**src/rtl/frac_norm_20.sv**
```systemverilog
// Two-stage normaliser: 20-bit magnitude plus leading-one position -> 16-bit fraction and 6-bit exponent.
// Define FRAC_NORM_ROUND_EN for round-to-nearest-even on right shifts; truncation otherwise.
module frac_norm_20 (
  input  logic        clk,
  input  logic        rst_n,
  input  logic        in_valid,
  output logic        in_ready,
  input  logic [19:0] acc,
  input  logic [4:0]  lop,
  output logic        out_valid,
  input  logic        out_ready,
  output logic [15:0] frac,
  output logic [5:0]  exp,
  output logic        zero,
  output logic        err
);

  logic s1_valid;
  logic s1_load;
  logic s2_load;

  logic [15:0] n_frac;
  logic [5:0]  n_exp;
  logic        n_zero;
  logic        n_err;

  logic [15:0] s1_frac;
  logic [5:0]  s1_exp;
  logic        s1_zero;
  logic        s1_err;

  logic [15:0] r_frac;
  logic [5:0]  r_exp;

  assign s2_load  = !out_valid || out_ready;
  assign s1_load  = !s1_valid || s2_load;
  assign in_ready = s1_load;

  // Fixed slices for right shifts keep acc bits above lop-1 out of the result.
  always_comb begin
    n_frac = '0;
    n_exp  = '0;
    n_zero = 1'b0;
    n_err  = 1'b0;
    if (lop == 5'd0) begin
      n_zero = 1'b1;
    end else if (lop > 5'd20) begin
      n_zero = 1'b1;
      n_err  = 1'b1;
    end else begin
      n_exp = {1'b0, lop} - 6'd16;
      case (lop)
        5'd17:   n_frac = acc[16:1];
        5'd18:   n_frac = acc[17:2];
        5'd19:   n_frac = acc[18:3];
        5'd20:   n_frac = acc[19:4];
        default: n_frac = acc[15:0] << (5'd16 - lop);
      endcase
    end
  end

`ifdef FRAC_NORM_ROUND_EN
  logic        n_guard;
  logic        n_sticky;
  logic        s1_guard;
  logic        s1_sticky;
  logic        round_up;
  logic [16:0] sum;

  always_comb begin
    n_guard  = 1'b0;
    n_sticky = 1'b0;
    case (lop)
      5'd17: n_guard = acc[0];
      5'd18: begin n_guard = acc[1]; n_sticky = acc[0];    end
      5'd19: begin n_guard = acc[2]; n_sticky = |acc[1:0]; end
      5'd20: begin n_guard = acc[3]; n_sticky = |acc[2:0]; end
      default: ;
    endcase
  end

  always_ff @(posedge clk or negedge rst_n) begin
    if (!rst_n) begin
      s1_guard  <= 1'b0;
      s1_sticky <= 1'b0;
    end else if (s1_load) begin
      s1_guard  <= n_guard;
      s1_sticky <= n_sticky;
    end
  end

  // Guard is zero for every non-right-shift case, so rounding needs no direction qualifier.
  always_comb begin
    round_up = s1_guard & (s1_sticky | s1_frac[0]);
    sum      = {1'b0, s1_frac} + {16'd0, round_up};
    r_frac   = sum[15:0];
    r_exp    = s1_exp;
    if (sum[16]) begin
      r_frac = 16'h8000;
      r_exp  = s1_exp + 6'd1;
    end
  end
`else
  always_comb begin
    r_frac = s1_frac;
    r_exp  = s1_exp;
  end
`endif

  always_ff @(posedge clk or negedge rst_n) begin
    if (!rst_n) begin
      s1_valid <= 1'b0;
      s1_frac  <= '0;
      s1_exp   <= '0;
      s1_zero  <= 1'b0;
      s1_err   <= 1'b0;
    end else if (s1_load) begin
      s1_valid <= in_valid;
      s1_frac  <= n_frac;
      s1_exp   <= n_exp;
      s1_zero  <= n_zero;
      s1_err   <= n_err;
    end
  end

  always_ff @(posedge clk or negedge rst_n) begin
    if (!rst_n) begin
      out_valid <= 1'b0;
      frac      <= '0;
      exp       <= '0;
      zero      <= 1'b0;
      err       <= 1'b0;
    end else if (s2_load) begin
      out_valid <= s1_valid;
      frac      <= r_frac;
      exp       <= r_exp;
      zero      <= s1_zero;
      err       <= s1_err;
    end
  end

endmodule
```
**config.mk**
```make
export PLATFORM = sky130hd
export DESIGN_NAME = frac_norm_20
export DESIGN_NICKNAME = d
export VERILOG_FILES = /design/src/rtl/frac_norm_20.sv
export SDC_FILE = /design/constraint.sdc
export NUM_CORES = 1
export LEC_CHECK = 0
export CAP_MARGIN = 20
export CORE_ASPECT_RATIO = 1.75
export CORE_MARGIN = 1
export CORE_UTILIZATION = 53
export CTS_CLUSTER_SIZE = 28
export DETAILED_ROUTE_END_ITERATION = 16
export PLACE_DENSITY = 0.9
export SYNTH_ARGS = -nofsm -noshare
export SYNTH_HDL_FRONTEND = slang
export SYNTH_SLANG_ARGS = --single-unit
```
**constraint.sdc**
```tcl
create_clock -name clk -period 2.19 [get_ports clk]
set_clock_uncertainty 0.15 [all_clocks]
set_input_delay 0.219 -clock clk [delete_from_list [all_inputs] [get_ports clk]]
set_output_delay 0.219 -clock clk [all_outputs]
set_load 0.01 [all_outputs]
```
==> flow_metrics.tcl <==
set metrics [dict create \
    drtIter0Drc 222 \
    synthCells 283 \
    startpoint_type "input port" \
    synth-xor-area-share_pct 0.8187 \
    netlist_area_um2 3057 \
    grt_max_degree 25 \
    p_clk_share_pct 20.4 \
    power_frac_comb_pct 35.5 \
    status "finished, final reports clean" \
    synth_nets 317 \
    cp.required_ns 2.23 \
    yosys.cell_types.count 52 \
    synth_compound_area_share_pct 18.83 \
    grt_pass1_wl_um 13720 \
    endpoint_kind "register" \
    root_buffer "clkbuf_8" \
    vias 2939 \
    synth_area_leader_cell "dfrtp_1" \
    switching_power_uw 704.8 \
    internal-power_uw 1670 \
    synth_top_family_by_area "multiplexers" \
    synth_most_common_cell "dfrtp_1" \
    irDropWorstVdd_mv 0.2540 \
    postLayoutCellArea_um2 4324 \
    utilization_pct 78.05 \
    cp-startpoint "lop[3]" \
    synth_top_flop_cell "dfrtp_1" \
    worst_slew_pin_slew_ns 0.3384 \
    synth_edf_count 0 \
    detailed_place_hpwl_um 6787 \
    die_h_um 102.5 \
    worst_hold_path_type "in2async" \
    relSlewSlack_pct 76.79 \
    io_pins 55 \
    worst-path-buf-inv 3 \
    worstReg2RegStart "s1_valid" \
    yosysWarnings 0 \
    rrSetupSlack_ns 0.41 \
    die_width_um 59.41 \
    firstDrtPassIters 5 \
    synth_seq_area_share_pct 39.30 \
    synthSimpleGateAreaFrac_pct 13.06 \
    yosys.area.top_type_share_pct 39.30 \
    fmax_mhz 459.9 \
    period_share_pct 99.29 \
    via_per_inst 6.240 \
    grt_pass1_vias 2878 \
    numCtsBuffers 5 \
    cp.arrival_ns 2.21 \
    muxShareOfSynthArea_pct 21.08 \
    ys_top_cells_by_count "48 x dfrtp_1, 34 x nand2_1, 25 x mux2_2, 16 x mux2i_1" \
    switching_share_pct 29.68 \
    async_flop_share_pct 100.0 \
    htree_levels 2 \
    cp_top_family "buffers and inverters" \
    grt_usage_pct 30.70 \
    synthAdderAreaFrac_pct 2.047 \
    p_leak_uw 0.001951 \
    portBuffers 54 \
    drt-total-wl_um 8828 \
    tns_ns 0 \
    syn_avg_cell_area_um2 10.80 \
    cpMaxStageDelayCell "clkdlybuf4s50_1" \
    antenna_found_initial 0 \
    diodes 0 \
    crit_type "in2reg" \
    syn_to_final_growth_pct 41.47 \
    dpl_cell_area_um2 4168 \
    period_minus_slack_ns 2.174 \
    ys_top_cells_by_area "dfrtp_1 39%, mux2_2 9.2%, mux4_2 6.6%, mux2i_1 5.2%, nand2_1 4.2%" \
    critPathMaxStageDelay_ns 0.64 \
    final_layout_size_suffix_gt1_share_pct 34.94 \
    fin_nets 429 \
    hold_viol 0 \
    cts_tree "built" \
    pwr-share-seq_pct 44.1 \
    start_util_pct 55.17 \
    clock_sinks 48 \
    cts_setup_buffers 0 \
    drcViolationCount 0 \
    coreArea_um2 5540 \
    rows 36 \
    ant_nets 0 \
    cap_violations 0 \
    die-area_um2 6087 \
    ys_ff_latch 48 \
    clk_latency_ns 0.30 \
    wl_per_cell_um 18.74 \
    slew_viol_final 0 \
    gp_congestion 0.9854 \
    powerDensity_nw_per_um2 549.1 \
    overflow 0 \
    crit_path_cell_trace "clkdlybuf4s50_1 -> buf_4 -> nor4bb_4 -> clkdlybuf4s15_2 -> a222oi_1 -> nand3_1 -> a32o_1" \
    setup_viol 0 \
    crit_fanout 7 \
    clock_path_buffers 2 \
    clk_pin_slew_worst_paths_ns 0.08 \
]
-- worst paths after layout --
check | end | cells past startpoint
worst max-delay path | r_frac[10] | 7
worst min-delay path | out_valid | 2
worst max register to register | r_frac[1] | 6
worst min register to register | out_valid | 1
max in group asynchronous | frac[3] | 3
min in group clk | out_valid | 1
-- metal layers --
layer	track usage, %	wire [µm]	vias up
met4	20.88	459	0
li1	-	-	1322
met1	35.28	3178	1412
met2	52.29	4663	168
met3	3.165	527	37
met5	0	0	-
-- layout make-up --
class                   count  area [µm²]
flip-flops and latches     48        1201
clock buffers               6       72.57
clock inverters             1       5.005
well taps                  76       95.09
multi-input cells         206        1793
fillers                   360        1216
repair buffers            128        1135
inverters                   6       22.52
-- sequential cells by signal (all words and copies together), names as in the netlist --
register	flops
frac	16
r_frac	16
exp	5
r_exp	5
err	1
out_valid	1
s1_err	1
s1_valid	1
s1_zero	1
zero	1
-- power by group through the flow --
| stage | logic (µW) | registers [µW] | clock network [µW] |
|---|---|---|---|
| after global routing | 898 | 1060 | 528 |
| final | 842 | 1050 | 484 |
| after global placement | 792 | 1050 | 0 |
| after CTS | 825 | 1050 | 493 |
| after detailed placement | 814 | 1060 | 0 |
| after floorplan | 374 | 1080 | 0 |
-- worst reg2reg max path: stages (launching register included) --
cell      delay [ns]
dfrtp_1         0.38
and3b_1         0.23
nor2_1          0.17
and2_1          0.23
buf_4           0.20
nand3_1         0.13
o211ai_1        0.20
-- cell families after synthesis --
kind of cell | count (synthesis)
buf+inv | 29
compound gates | 74
xor+xnor | 2
fa+ha+maj | 5
flops | 48
mux | 50
simple gates | 75
-- cell usage in the layout, fill, tap and decap left out, drive strengths merged, types with 10 or more instances in the layout --
| cell type | instances |
|---|---|
| dfrtp | 48 |
| mux2i | 16 |
| nand2 | 34 |
| a22oi | 10 |
| buf | 73 |
| clkdlybuf4s50 | 50 |
| a222oi | 10 |
| mux2 | 25 |
-- timing repair --
| item | CTS | global route |
|---|---|---|
| gates cloned | 0 | 1 |
| hold buffers | 1 | 0 |
| resized for setup | 8 | 8 |
| endpoints found under the hold margin | 15 | 0 |
| setup endpoints to repair | 12 | 7 |
| pin swaps | 2 | 2 |
-- stage by stage --
step           instances  total power, µW  hold WS (ns)  setup slack (ns)
2_1_floorplan        283             1449       -0.2266           0.02584
3_3_place_gp         462             1846     -0.009680           -0.4310
3_5_place_dp         462             1877     -0.006328           -0.4452
4_1_cts              470             2365        0.2048          0.008322
5_1_grt              471             2484        0.2468          -0.01569
6_report             471             2374        0.2026           0.01564
Power figures use the tool's default switching activity.
